`src/rtl/display_pkg.sv`:
```
// Shared types and helpers for the display frame sequencer: FSM states,
// default Galois LFSR feedback masks and the single-step LFSR function.
package display_pkg;

  typedef enum logic [1:0] {
    IDLE    = 2'd0,
    COMPUTE = 2'd1,
    STREAM  = 2'd2
  } state_e;

  localparam logic [15:0] LFSR_TAPS_16 = 16'hB400;
  localparam logic [31:0] LFSR_TAPS_32 = 32'h8020_0003;

  // Galois right-shift step; callers zero-extend narrower states (up to 32 bits).
  function automatic logic [31:0] lfsr_next(input logic [31:0] s, input logic [31:0] taps);
    lfsr_next = s[0] ? ((s >> 1) ^ taps) : (s >> 1);
  endfunction

endpackage

```
`src/rtl/display_lfsr.sv`:
```
// Galois LFSR with synchronous load and step. A zero seed would lock the
// register at zero forever, so it is loaded as 1 instead.
module display_lfsr
  import display_pkg::*;
#(
  parameter int                 RNDSIZE   = 16,
  parameter logic [RNDSIZE-1:0] LFSR_TAPS = RNDSIZE'(LFSR_TAPS_16)
) (
  input  logic               clk_i,
  input  logic               rst_i,
  input  logic               load_i,
  input  logic               step_i,
  input  logic [RNDSIZE-1:0] seed_i,
  output logic [RNDSIZE-1:0] state_o
);

  logic [RNDSIZE-1:0] state_q, state_d;

  always_comb begin
    state_d = state_q;
    if (load_i) begin
      state_d = (seed_i == '0) ? RNDSIZE'(1) : seed_i;
    end else if (step_i) begin
      state_d = RNDSIZE'(lfsr_next(32'(state_q), 32'(LFSR_TAPS)));
    end
  end

  always_ff @(posedge clk_i) begin
    if (rst_i) state_q <= RNDSIZE'(1);
    else       state_q <= state_d;
  end

  assign state_o = state_q;

endmodule

```
`src/rtl/segment2pixel.sv`:
```
// Segment-to-pixel bitmap mapping: every pixel belongs to exactly one segment,
// segments interleave across the raster (pixel p is driven by segment p mod NB_SEGMENTS).
module segment2pixel #(
  parameter int WIDTH       = 120,
  parameter int HEIGHT      = 52,
  parameter int NB_SEGMENTS = 28
) (
  input  logic [NB_SEGMENTS-1:0]  seg_i,
  output logic [WIDTH*HEIGHT-1:0] pix_o
);

  for (genvar p = 0; p < WIDTH*HEIGHT; p++) begin : g_pix
    assign pix_o[p] = seg_i[p % NB_SEGMENTS];
  end

endmodule

```
`src/rtl/display_frame_seq.sv`:
```
// Randomised display generator: NB_FRAMES frames of message + LFSR noise segments,
// streamed one row per valid/ready beat. Optional XOR watermark: DISPLAY_WATERMARK_EN.
module display_frame_seq
  import display_pkg::*;
#(
  parameter int                 WIDTH       = 120,
  parameter int                 HEIGHT      = 52,
  parameter int                 NB_SEGMENTS = 28,
  parameter int                 RNDSIZE     = 16,
  parameter logic [RNDSIZE-1:0] LFSR_TAPS   = RNDSIZE'(LFSR_TAPS_16),
  parameter int                 NB_FRAMES   = 4,
  parameter int                 PROB_SEL    = 2
) (
  input  logic                    clk_i,
  input  logic                    rst_i,
  input  logic                    start_i,
  output logic                    start_ready_o,
  input  logic [NB_SEGMENTS-1:0]  msg_i,
  input  logic                    noise_en_i,
  input  logic [RNDSIZE-1:0]      seed_i,
`ifdef DISPLAY_WATERMARK_EN
  input  logic [WIDTH*HEIGHT-1:0] watmk_i,
`endif
  output logic                    out_valid_o,
  input  logic                    out_ready_i,
  output logic [WIDTH-1:0]        out_row_o,
  output logic                    row_last_o,
  output logic                    frame_last_o,
  output logic                    done_o
);

  localparam int             RW      = (HEIGHT > 1) ? $clog2(HEIGHT) : 1;
  localparam int             FW      = $clog2(NB_FRAMES + 1);
  localparam logic [RW-1:0]  ROW_MAX = RW'(HEIGHT - 1);
  localparam logic [FW-1:0]  FRM_MAX = FW'(NB_FRAMES - 1);
  localparam logic [1:0]     PSEL    = 2'(PROB_SEL);

  state_e                         state_q, state_d;
  logic [RW-1:0]                  row_q, row_d;
  logic [FW-1:0]                  frm_q, frm_d;
  logic                           done_q, done_d;
  logic [NB_SEGMENTS-1:0]         msg_q;
  logic                           noise_q;
  logic [HEIGHT-1:0][WIDTH-1:0]   frame_q;
  logic                           lfsr_load, lfsr_step;
  logic [RNDSIZE-1:0]             lfsr_s;
  logic [NB_SEGMENTS-1:0]         selseg;
  logic [WIDTH*HEIGHT-1:0]        pix, frame_nx;

  display_lfsr #(
    .RNDSIZE   (RNDSIZE),
    .LFSR_TAPS (LFSR_TAPS)
  ) u_lfsr (
    .clk_i   (clk_i),
    .rst_i   (rst_i),
    .load_i  (lfsr_load),
    .step_i  (lfsr_step),
    .seed_i  (seed_i),
    .state_o (lfsr_s)
  );

  // Each segment draws a 2-bit random value from adjacent LFSR bits; it is lit
  // as noise when that value is <= PSEL, i.e. with probability (PSEL+1)/4.
  for (genvar i = 0; i < NB_SEGMENTS; i++) begin : g_sel
    logic [1:0] r;
    assign r         = {lfsr_s[(2*i+1) % RNDSIZE], lfsr_s[(2*i) % RNDSIZE]};
    assign selseg[i] = msg_q[i] | (noise_q & (r <= PSEL));
  end

  segment2pixel #(
    .WIDTH       (WIDTH),
    .HEIGHT      (HEIGHT),
    .NB_SEGMENTS (NB_SEGMENTS)
  ) u_s2p (
    .seg_i (selseg),
    .pix_o (pix)
  );

`ifdef DISPLAY_WATERMARK_EN
  logic [WIDTH*HEIGHT-1:0] watmk_q;

  always_ff @(posedge clk_i) begin
    if (rst_i)                                watmk_q <= '0;
    else if (start_i && (state_q == IDLE))    watmk_q <= watmk_i;
  end

  assign frame_nx = pix ^ watmk_q;
`else
  assign frame_nx = pix;
`endif

  always_comb begin
    state_d   = state_q;
    row_d     = row_q;
    frm_d     = frm_q;
    done_d    = 1'b0;
    lfsr_load = 1'b0;
    lfsr_step = 1'b0;
    case (state_q)
      IDLE: begin
        if (start_i) begin
          state_d   = COMPUTE;
          lfsr_load = 1'b1;
          row_d     = '0;
          frm_d     = '0;
        end
      end
      COMPUTE: begin
        lfsr_step = 1'b1;
        row_d     = '0;
        state_d   = STREAM;
      end
      STREAM: begin
        if (out_ready_i) begin
          if (row_q == ROW_MAX) begin
            row_d = '0;
            if (frm_q == FRM_MAX) begin
              state_d = IDLE;
              done_d  = 1'b1;
            end else begin
              frm_d   = frm_q + FW'(1);
              state_d = COMPUTE;
            end
          end else begin
            row_d = row_q + RW'(1);
          end
        end
      end
      default: state_d = IDLE;
    endcase
  end

  always_ff @(posedge clk_i) begin
    if (rst_i) begin
      state_q <= IDLE;
      row_q   <= '0;
      frm_q   <= '0;
      done_q  <= 1'b0;
      msg_q   <= '0;
      noise_q <= 1'b0;
      frame_q <= '0;
    end else begin
      state_q <= state_d;
      row_q   <= row_d;
      frm_q   <= frm_d;
      done_q  <= done_d;
      if (start_i && (state_q == IDLE)) begin
        msg_q   <= msg_i;
        noise_q <= noise_en_i;
      end
      if (state_q == COMPUTE) frame_q <= frame_nx;
    end
  end

  // Row data is gated so the bus reads zero outside STREAM.
  assign start_ready_o = (state_q == IDLE);
  assign out_valid_o   = (state_q == STREAM);
  assign out_row_o     = out_valid_o ? frame_q[row_q] : '0;
  assign row_last_o    = out_valid_o && (row_q == ROW_MAX);
  assign frame_last_o  = row_last_o && (frm_q == FRM_MAX);
  assign done_o        = done_q;

endmodule

```
`config.mk`:
```
export PLATFORM = sky130hd
export DESIGN_NAME = display_frame_seq
export DESIGN_NICKNAME = d
export VERILOG_FILES = /design/src/rtl/display_pkg.sv /design/src/rtl/display_lfsr.sv /design/src/rtl/segment2pixel.sv /design/src/rtl/display_frame_seq.sv
export SDC_FILE = /design/constraint.sdc
export NUM_CORES = 1
export LEC_CHECK = 0
export CAP_MARGIN = 25
export CORE_MARGIN = 3
export CORE_UTILIZATION = 30
export DETAILED_ROUTE_END_ITERATION = 16
export GPL_TIMING_DRIVEN = 0
export PLACE_DENSITY = 0.61
export SLEW_MARGIN = 20
export SYNTH_ARGS = -nofsm -noshare
export SYNTH_HDL_FRONTEND = slang
export SYNTH_SLANG_ARGS = --single-unit
```
`constraint.sdc`:
```
create_clock -name clk_i -period 3.4 [get_ports clk_i]
set_input_delay 0.85 -clock clk_i [delete_from_list [all_inputs] [get_ports clk_i]]
set_output_delay 0.85 -clock clk_i [all_outputs]
set_load 0.02 [all_outputs]
```
# Yosys cells after proc, flatten, opt, wreduce, memory -nomap -nowiden
# Cells that the tools add are included.
# totals
register_bits	897
input_bits	49
out_inout_bits	125
wordCells	110
# classes
n_addsub	2
n_lt_le_gt_ge	9
eq_ne	8
n_mux	25
bitwise	40
reduce_logical	12
# ops
cell	n
$bmux W120 S6	1
$mux W120	2
$mux W16	4
$or A1 B1 Y1	28
$mux W6	3
$pmux W6 S3	1
$le A2 B2 Y1 const B	8
$logic_not A16 Y1	1
$mux W3	4
$and A1 B1 Y1	8
$lt A6 B7 Y1 const B	1
$add A6 B1 Y6 const B	1
$eq A6 B6 Y1 const B	1
$mux W2	3
$pmux W2 S3	1
$pmux W3 S2	1
$reduce_and A3 Y1	2
$mux W1	5
$reduce_and A5 Y1	1
$ne A2 B1 Y1 const B	2
$ne A2 B2 Y1 const B	2
$not A3 Y4	1
$reduce_bool A2 Y1	2
$reduce_or A4 Y1	1
other kinds (8)	12

# Longest topological paths before layout
# Gate-level depths: netlist of the first run.
# logic_depth
depth_word	5
ltp_mapped	10
ltp_nobuf	7

# Cells and area by module
# From an unflattened synthesis of the first run, not the netlist that was laid out.
# unflattened
hier_cells	37766
hier_area_um2	310192.5
# modules_own_cells
mod	n_inst	cells_per_inst	area_each_um2	seq_area_each_um2
display_frame_seq	1	31444	262553.1	125740.6
segment2pixel	1	6240	46844.9	0.0
display_lfsr	1	82	794.5	320.3

# Least setup slack after synthesis of the first run
# Ideal clock, no wire load.
# synth_timing
path_type	register to output
from	register row_q[1]
to	output port out_row_o[116]
t_arrival_ps	2831
t_required_ps	2550
path_slack_ps	-281
path_stages_with_launch	10
path_buffers	4
path_cell_list	dfxtp_1 buf_4 buf_2 buf_2 nand4b_1 o211ai_1 nor3_1 a211oi_1 a2111oi_1 buf_4
# synth_via
elab_chain_len	3
# synth_rtl
element	line_no	source
from (decl)	display_frame_seq.sv:39	logic [RW-1:0] row_q, row_d;
from (signal assigned)	display_frame_seq.sv:144	row_q <= row_d;
$bmux W120 S6	display_frame_seq.sv:158	assign out_row_o = out_valid_o ? frame_q[row_q] : '0;
$mux W120 (implied by the code)	display_frame_seq.sv:158	
$mux W120	display_frame_seq.sv:158	
to (decl)	display_frame_seq.sv:26	output logic [WIDTH-1:0] out_row_o,
# Every way passes these cells. The select of a mux whose other input is x is not followed.

# Worst setup path in the final report of the first run
# layout_timing
from	register row_q[1]
to	output port out_row_o[31]
# The elaborated chain is that of the path after synthesis.

==> results of run 1 <==
[metrics by stage]
| step | power, mW | cell area, sq um | hold slack, ns | cells |
|---|---|---|---|---|
| 2_1_floorplan | 1.93 | 7920 | 0.431 | 1031 |
| 3_3_place_gp | 2.32 | 10100 | 0.446 | 1533 |
| 3_5_place_dp | 2.32 | 10100 | 0.449 | 1533 |
| 4_1_cts | 3.63 | 12000 | 0.458 | 1600 |
| 5_1_grt | 3.97 | 13100 | 0.473 | 1638 |
| 6_report | 3.81 | 13100 | 0.459 | 1638 |
[worst paths after layout]
path | from | endpoint | cells past startpoint | slack [ns]
worst min register to register | msg_q[4]$_SDFFE_PP0P_ | frame_q[5492]$_SDFFE_PP0P_ | 2 | 0.46
worst max-delay path | row_q[1]$_SDFFE_PP0P_ | out_row_o[31] | 11 | -0.23
worst min-delay path | msg_q[4]$_SDFFE_PP0P_ | frame_q[5492]$_SDFFE_PP0P_ | 2 | 0.46
worst max register to register | row_q[0]$_SDFFE_PP0P_ | row_q[5]$_SDFFE_PP0P_ | 8 | 1.31
[power by group through the flow]
stage	clock network [mW]	logic, mW	registers (mW)
6_report	1.02	1.61	1.18
5_1_grt	1.09	1.70	1.18
4_1_cts	1.04	1.42	1.16
3_5_place_dp	0	1.17	1.15
3_3_place_gp	0	1.17	1.15
2_1_floorplan	0	0.796	1.13
[Yosys cell counts, drive strengths merged (17+ instances only)]
| cell type | count | area share |
|---|---|---|
| a211oi | 20 | 0.020 |
| nor2 | 111 | 0.053 |
| a21oi | 75 | 0.048 |
| a22oi | 17 | 0.016 |
| o221ai | 17 | 0.020 |
| o22ai | 17 | 0.013 |
| buf | 136 | 0.13 |
| mux2 | 30 | 0.043 |
| mux2i | 27 | 0.034 |
| o21ai | 25 | 0.016 |
| clkbuf | 58 | 0.028 |
| nand2 | 107 | 0.051 |
| inv | 20 | 0.0095 |
| dfxtp | 85 | 0.22 |
| mux4 | 18 | 0.051 |
| nor3 | 74 | 0.047 |
[kinds of logic (layout without fill, tap and decap cells)]
family | Yosys count | after routing | synth area share
mux | 75 | 75 | 0.128
flops | 85 | 85 | 0.216
xor+xnor | 10 | 10 | 0.0144
simple gates | 392 | 392 | 0.243
buf+inv | 216 | 493 | 0.170
compound gates | 250 | 250 | 0.224
fa+ha+maj | 3 | 3 | 0.00476
[what timing repair did]
action,CTS,global route
cloned,4,10
hold buffers,0,0
setup buffers,58,31
resized for setup,866,204
endpoints found under the setup margin,121,121
pin swaps,76,68
[flip-flops by register name (all words and copies together) (netlist names)]
signal	cells
frame_q	28
msg_q	28
u_lfsr.state_o	16
row_q	6
frm_q	3
state_q	2
done_o	1
noise_q	1
[cells in the final DEF (no fill, tap or decap), drive strengths merged, types with 9 or more instances in the layout]
master	netlist	routed
nor3	74	74
or3	15	15
o221ai	17	17
a21o	10	10
a22oi	17	17
or4	15	15
a221oi	9	9
clkbuf	58	68
nand2	107	107
clkdlybuf4s50	0	51
mux2	30	30
a21oi	75	75
o211ai	9	9
buf	136	345
a211oi	20	20
dfxtp	85	85
nor4	15	15
o22ai	17	17
mux4	18	18
mux2i	27	27
inv	20	22
o21ai	25	25
nor2	111	111
[final cells by class]
type	count	area [sq um]
Buffer	182	1630
Clock buffer	10	239
Clock inverter	6	68.8
Fill cell	2338	12400
Inverter	21	85.1
Multi-Input combinational cell	730	6190
Sequential cell	85	1720
Tap cell	330	413
Timing Repair Buffer	274	2760
[metal layers]
layer | up-vias | part of all wire | wire length (microns)
li1 | 4245 | - | -
met5 | - | 0 | 0
met3 | 154 | 0.092 | 3250
met2 | 613 | 0.48 | 16800
met1 | 4623 | 0.38 | 13300
met4 | 0 | 0.052 | 1810
[critical path: stages (launching register included)]
cell	delay, ns
dfxtp_4	0.39
clkbuf_16	0.18
buf_12	0.14
mux2i_4	0.19
a221oi_2	0.32
buf_4	0.21
and3_4	0.22
nor3_4	0.05
nor4_4	0.36
buf_4	0.19
buf_6	0.09
buf_6	0.10
==> impl_metrics.json, run 1 <==
{
  "first_pass_iters": 5,
  "die-area_sq_um": 28300,
  "crit_type": "flop to output pin",
  "vias": 9635,
  "avgSynthCellArea_sq_um": 7.66,
  "seq_area_frac_synth": 0.216,
  "hold_class": "flop to flop",
  "switching_share": 0.367,
  "p_int_mw": 2.41,
  "syn_area_sq_um": 7890,
  "setup_violations": 105,
  "grt_first_pass_wirelength_mm": 51.2,
  "io_pins": 174,
  "die_h_microns": 168,
  "die_x_microns": 168,
  "initial_utilization": 0.309,
  "violations": "setup timing",
  "htreeDepth": 3,
  "gp_congestion": 0.968,
  "antennaDiodeCount": 0,
  "ys_types": 77,
  "layout.nets": 1355,
  "grt_pass1_vias": 9083,
  "vdd_drop_max_mv": 0.248,
  "comb_power_share": 0.423,
  "clock_latency_ns": 0.35,
  "cts_buffers": 9,
  "outcome": "finished, violations left",
  "fin_ws_ns": -0.233,
  "slew_headroom": 0.438,
  "overflow": 0,
  "rsz0062_at_grt": "true",
  "routed_via_density": 5.88,
  "grt_start_max_net_pins": 16,
  "drive_above_1_share": 0.476,
  "gr-usage-met2": 0.376,
  "cts_root_buf": "clkbuf_16",
  "area_delta_synth_final_pct": 65.9,
  "drt_iter0_markers": 826,
  "synth_nets": 1083,
  "power.switching_mw": 1.40,
  "portBuffers": 172,
  "drv_cap": 0,
  "gr-usage-met3": 0.0413,
  "dpl.hpwl_mm": 24.1,
  "track_usage": 0.225,
  "crit_path_end_kind": "output pin",
  "ys.flop_type": "dfxtp_1",
  "grt_busiest_layer": "met2",
  "fin_setup_tns_ns": -12.17,
  "async_reset_ff_frac": 0,
  "period_share": 1.07,
  "p_leak_nw": 5.19,
  "final_util": 0.513,
  "grtUsageMet1": 0.284,
  "seqPwrFrac": 0.308,
  "worst_ep_required_time_ns": 2.55,
  "fin_worst_skew_ns": 0.00646,
  "timing.final.crit_period_ns": 3.63,
  "max_freq_ghz": 0.275,
  "cts_tree": "built",
  "cts_buffer_depth": 2,
  "clk_pin_slew_ns": 0.06,
  "clkPwrFrac": 0.269,
  "ys_warn_count": 0,
  "post-place-ws_ns": -0.956,
  "ant_nets": 0,
  "core_area_sq_um": 25500,
  "hold_viol_final": 0,
  "synth-edff-count": 0,
  "path_max_fanout": 5,
  "drc": 0,
  "routed_wl_mm": 35.2,
  "arrival_ns": 2.78,
  "clock_sinks": 85,
  "rows": 58,
  "cp-start-kind": "flop",
  "grt_antenna_before_repair": 0,
  "slew_viol_final": 0,
  "power_density_nw_per_um2": 291,
  "tightest_slew_ns": 0.844,
  "wl_per_cell_microns": 21.5,
  "synth_seq_cells": 85,
  "synthCells": 1031
}
Note: power is estimated with default switching activity, not from simulation.
==> inputs of run 2 (changes only) <==
- GPL_TIMING_DRIVEN: 0 -> unset
==> run 2 against run 1 <==
- wire length down 20%
- the run now ends clean
- hold slack worse by 0.0099 ns
- fmax up 6.9%
- first-iteration DRC count down 15%
- power down 10%
- critical path type unchanged
- core utilization down 9.2 points
==> impl_metrics.json, run 2 (synthesized netlist as in run 1, its figures left out) <==
{
  "path_max_fanout": 10,
  "critPathLaunch": "row_q[0]$_SDFFE_PP0P_",
  "timing.final.crit_period_ns": 3.40,
  "dpl.hpwl_mm": 20.4,
  "period_share": 1.00,
  "die_h_microns": 168,
  "tightest_slew_ns": 1.01,
  "worst_ep_required_time_ns": 2.55,
  "drt_iter0_markers": 699,
  "cts_buffer_depth": 2,
  "initial_utilization": 0.309,
  "placed_cell_area_sq_um": 10000,
  "portBuffers": 173,
  "outcome": "complete, no violations",
  "die_x_microns": 168,
  "hp-start": "msg_q[23]$_SDFFE_PP0P_",
  "multi_input_area_sq_um": 5530,
  "vdd_drop_max_mv": 0.240,
  "grt_pass1_vias": 8233,
  "cts_root_buf": "clkbuf_16",
  "drv_cap": 0,
  "p_leak_nw": 4.45,
  "rsz0062_at_grt": "true",
  "grt_antenna_before_repair": 0,
  "ant_nets": 0,
  "fin_worst_skew_ns": 0.00903,
  "arrival_ns": 2.55,
  "rows": 58,
  "grt_start_max_net_pins": 49,
  "overflow": 0,
  "track_usage": 0.185,
  "clk_pin_slew_ns": 0.06,
  "cts_hold_buffers": 0,
  "crit_path_end_kind": "output pin",
  "io_pins": 174,
  "die-area_sq_um": 28300,
  "routed_wl_mm": 28.2,
  "fillers": 2624,
  "slew_headroom": 0.321,
  "regArea_sq_um": 1720,
  "fin_hold_ws_ns": 0.449,
  "antennaDiodeCount": 0,
  "placedCellCount": 1485,
  "drc": 0,
  "htreeDepth": 3,
  "final_util": 0.421,
  "clock_sinks": 85,
  "crit_type": "flop to output pin",
  "clock_latency_ns": 0.34,
  "layoutNonFillerInstCount": 1528,
  "wl_per_cell_microns": 18.5,
  "fin_ws_ns": 0.000861,
  "routed_via_density": 5.58,
  "slew_viol_final": 0,
  "vias": 8520,
  "final_cell_mix": "177 x buf_4, 108 x nor2_1, 103 x nand2_1, 79 x dfxtp_1, 77 x buf_2",
  "gp_congestion": 0.937,
  "cts_tree": "built",
  "setup_violations": 0,
  "cts_buffers": 9,
  "drive_above_1_share": 0.408,
  "finalInstanceArea_sq_um": 10800,
  "reg2reg_from": "row_q[0]$_SDFFE_PP0P_",
  "hold_viol_final": 0,
  "final_common_cell": "buf_4",
  "power_density_nw_per_um2": 318,
  "first_pass_iters": 5,
  "max_freq_ghz": 0.294,
  "hold_class": "flop to flop",
  "area_delta_synth_final_pct": 36.3,
  "layout.nets": 1245,
  "post-place-ws_ns": -0.144,
  "cp-start-kind": "flop",
  "grt_first_pass_wirelength_mm": 43.5,
  "core_area_sq_um": 25500
}
-- run 2: changes by cell type in the layout (fill, tap and decap cells not counted), moves of 10 or more --
cell and delta:
buf_6 -121, buf_2 +63, clkbuf_1 -31, buf_8 -12, mux2_2 +12, mux2_4 -12
a21oi_1 +11, nor3_1 +10
-- run 2: critical path, cell delays in order (launching register included) --
cell             delay [ns]
dfxtp_4                0.43
buf_4                  0.19
or2_4                  0.17
buf_12                 0.11
o22ai_1                0.08
o32ai_1                0.30
buf_4                  0.18
nor3_1                 0.05
a221oi_1               0.25
buf_4                  0.18
clkdlybuf4s15_2        0.26
-- run 2: final cells by class --
class,instances,area share
clock buffers,9,0.0209
clock inverters,7,0.00477
inverters,21,0.00733
multi-input cells,732,0.514
flip-flops and latches,85,0.160
well taps,330,0.0384
repair buffers,344,0.255
-- run 2: metrics by stage --
stage | power [mW] | TNS [ns]
after floorplan | 1.93 | 0
after global placement | 2.36 | -6.48
after detailed placement | 2.37 | -7.97
after CTS | 3.35 | -0.682
after global routing | 3.60 | -2.53
final | 3.43 | 0
-- run 2: per-layer routing --
metal,GRT usage,vias to the layer above,share of wire
met4,0.0658,0,0.030
met5,0,-,0
met3,0.0249,61,0.047
met2,0.332,298,0.51
met1,0.227,4154,0.41
li1,-,4007,-
-- run 2: power by group --
group | total [mW] | internal [mW] | leakage [nW] | switching, mW
clock network | 0.911 | 0.497 | 0.132 | 0.414
registers | 1.18 | 1.07 | 0.701 | 0.107
logic | 1.34 | 0.627 | 3.61 | 0.712
-- run 2: final timing paths --
check,slack (ns),cells after the start,to
worst max register to register,1.49,7,row_q[5]$_SDFFE_PP0P_
worst min register to register,0.45,2,frame_q[5511]$_SDFFE_PP0P_
worst max-delay path,0.0009,10,out_row_o[95]
worst min-delay path,0.45,2,frame_q[5511]$_SDFFE_PP0P_
-- run 2: what timing repair did --
item	4_1_cts	5_1_grt
pin swaps	28	32
cloned	3	2
setup buffers	15	9
gates resized for setup	456	193
setup endpoints to repair	121	118
==> inputs of run 3 (changes only) <==
- CORE_UTILIZATION: 30 -> 35
- PLACE_DENSITY: 0.61 -> 0.68
==> run 3 against run 2 <==
- wire length shrank 3.3%
- fmax grew 0.84%
- first-iteration DRC count grew 33%
- clock skew shrank 0.0019 ns
- setup slack gained 0.028 ns
- combinational power is essentially flat
- critical endpoint is now out_row_o[116]
==> impl_metrics.json, run 3 (synthesized netlist as in run 1, its figures left out) <==
{
  "hold_class": "flop to flop",
  "clock_latency_ns": 0.34,
  "fin_worst_skew_ns": 0.00709,
  "fin_hold_ws_ns": 0.454,
  "drv_cap": 0,
  "slew_headroom": 0.208,
  "cts_hold_buffers": 0,
  "initial_utilization": 0.359,
  "regArea_sq_um": 1720,
  "crit_end": "out_row_o[116]",
  "rsz0062_at_grt": "true",
  "post-place-ws_ns": -0.135,
  "wl_met1_mm": 11.3,
  "routed_wl_mm": 27.3,
  "drc": 0,
  "hold_viol_final": 0,
  "cts_tree": "built",
  "placedCellCount": 1432,
  "critPathLaunch": "row_q[0]$_SDFFE_PP0P_",
  "rr_worst_depth": 8,
  "antennaDiodeCount": 0,
  "portBuffers": 173,
  "vias": 8569,
  "whs_path_depth": 2,
  "power_density_nw_per_um2": 323,
  "routed_via_density": 5.81,
  "cts_buffer_depth": 2,
  "io_pins": 174,
  "grt_antenna_before_repair": 0,
  "final_cell_mix": "168 x buf_4, 109 x nor2_1, 106 x nand2_1, 88 x buf_2, 80 x dfxtp_1",
  "htreeDepth": 3,
  "grt_start_max_net_pins": 42,
  "clock_sinks": 85,
  "gp_congestion": 0.945,
  "grt_first_pass_wirelength_mm": 42.8,
  "layoutNonFillerInstCount": 1474,
  "setup_violations": 0,
  "track_usage": 0.212,
  "multi_input_area_sq_um": 5560,
  "wl_per_cell_microns": 18.5,
  "area_delta_synth_final_pct": 36.4,
  "path_max_fanout": 10,
  "met3_length_mm": 1.37,
  "fin_ws_ns": 0.0293,
  "outcome": "complete, no violations",
  "cp-start-kind": "flop",
  "rows": 54,
  "r2r_slack_ns": 1.51,
  "core_area_sq_um": 22000,
  "drive_above_1_share": 0.405,
  "crit_path_end_kind": "output pin",
  "arrival_ns": 2.52,
  "die_x_microns": 156,
  "worst_ep_required_time_ns": 2.55,
  "period_share": 0.991,
  "crit_type": "flop to output pin",
  "p_leak_nw": 4.46,
  "vdd_drop_max_mv": 0.226,
  "r2r-end": "frm_q[0]$_SDFFE_PP0P_",
  "top_layer_used": "met4",
  "grt_pass1_vias": 8177,
  "max_freq_ghz": 0.297,
  "die_h_microns": 156,
  "overflow": 0,
  "cts_root_buf": "clkbuf_16",
  "reg2reg_from": "row_q[3]$_SDFFE_PP0P_",
  "ant_nets": 0,
  "fillers": 2093,
  "route.met2.wl_mm": 13.9,
  "cts_buffers": 9,
  "timing.final.crit_period_ns": 3.37,
  "dpl.hpwl_mm": 19.9,
  "clk_pin_slew_ns": 0.06,
  "final_util": 0.490,
  "die-area_sq_um": 24400,
  "slew_viol_final": 0,
  "drt_iter0_markers": 931,
  "total_power_mw": 3.48,
  "layout.nets": 1241,
  "tightest_slew_ns": 1.18,
  "first_pass_iters": 5,
  "final_common_cell": "buf_4"
}
## run 3: changes by cell type in the layout (fill, tap and decap cells not counted), moves of 5 or more
| cell | change |
|---|---|
| buf_4 | -9 |
| nor3_2 | +6 |
| clkbuf_2 | -8 |
| a21oi_1 | -6 |
| a21oi_2 | +6 |
| buf_2 | +11 |
| nor3_4 | -5 |
## run 3: layout make-up
cell class	count	area share
multi-input cells	731	0.516
repair buffers	341	0.257
flip-flops and latches	85	0.160
well taps	280	0.0325
clock buffers	11	0.0216
inverters	21	0.00756
clock inverters	5	0.00558
## run 3: how the worst min path moves through the flow
stage                                start                          to  slack, ns
floorplan            msg_q[6]$_SDFFE_PP0P_  frame_q[5494]$_SDFFE_PP0P_       0.43
global route        msg_q[23]$_SDFFE_PP0P_      msg_q[23]$_SDFFE_PP0P_       0.48
CTS                  msg_q[4]$_SDFFE_PP0P_       msg_q[4]$_SDFFE_PP0P_       0.46
global placement     msg_q[6]$_SDFFE_PP0P_  frame_q[5494]$_SDFFE_PP0P_       0.44
detailed placement   msg_q[6]$_SDFFE_PP0P_  frame_q[5494]$_SDFFE_PP0P_       0.45
finish               msg_q[6]$_SDFFE_PP0P_  frame_q[5494]$_SDFFE_PP0P_       0.45
## run 3: stage by stage
stage | area, sq um | setup TNS [ns]
6_report | 10800 | 0
5_1_grt | 10800 | -2.36
4_1_cts | 10300 | -0.422
3_5_place_dp | 9980 | -8.18
3_3_place_gp | 9980 | -6.58
2_1_floorplan | 7920 | 0
## run 3: what timing repair did
| item | CTS | global route |
|---|---|---|
| pin swaps | 38 | 31 |
| resized for setup | 533 | 112 |
| setup buffers | 11 | 19 |
| setup endpoints to repair | 121 | 113 |
| gates cloned | 2 | 2 |
## run 3: worst max-delay path, cell delays in order, from the launching register on
cell       delay, ns
dfxtp_4         0.37
buf_8           0.14
buf_12          0.13
or4_1           0.52
o211ai_1        0.22
nor2_2          0.13
buf_4           0.17
a211oi_4        0.24
a2111oi_4       0.08
buf_2           0.18
## run 3: per-layer routing
layer | vias to the layer above | global-route usage
met5 | - | 0
met4 | 0 | 0.0792
met3 | 55 | 0.0216
met2 | 329 | 0.367
met1 | 4185 | 0.272
li1 | 4000 | -
## run 3: power breakdown
| part | switching, mW | internal [mW] |
|---|---|---|
| sequential | 0.0959 | 1.07 |
| clock | 0.401 | 0.572 |
| combinational | 0.720 | 0.623 |
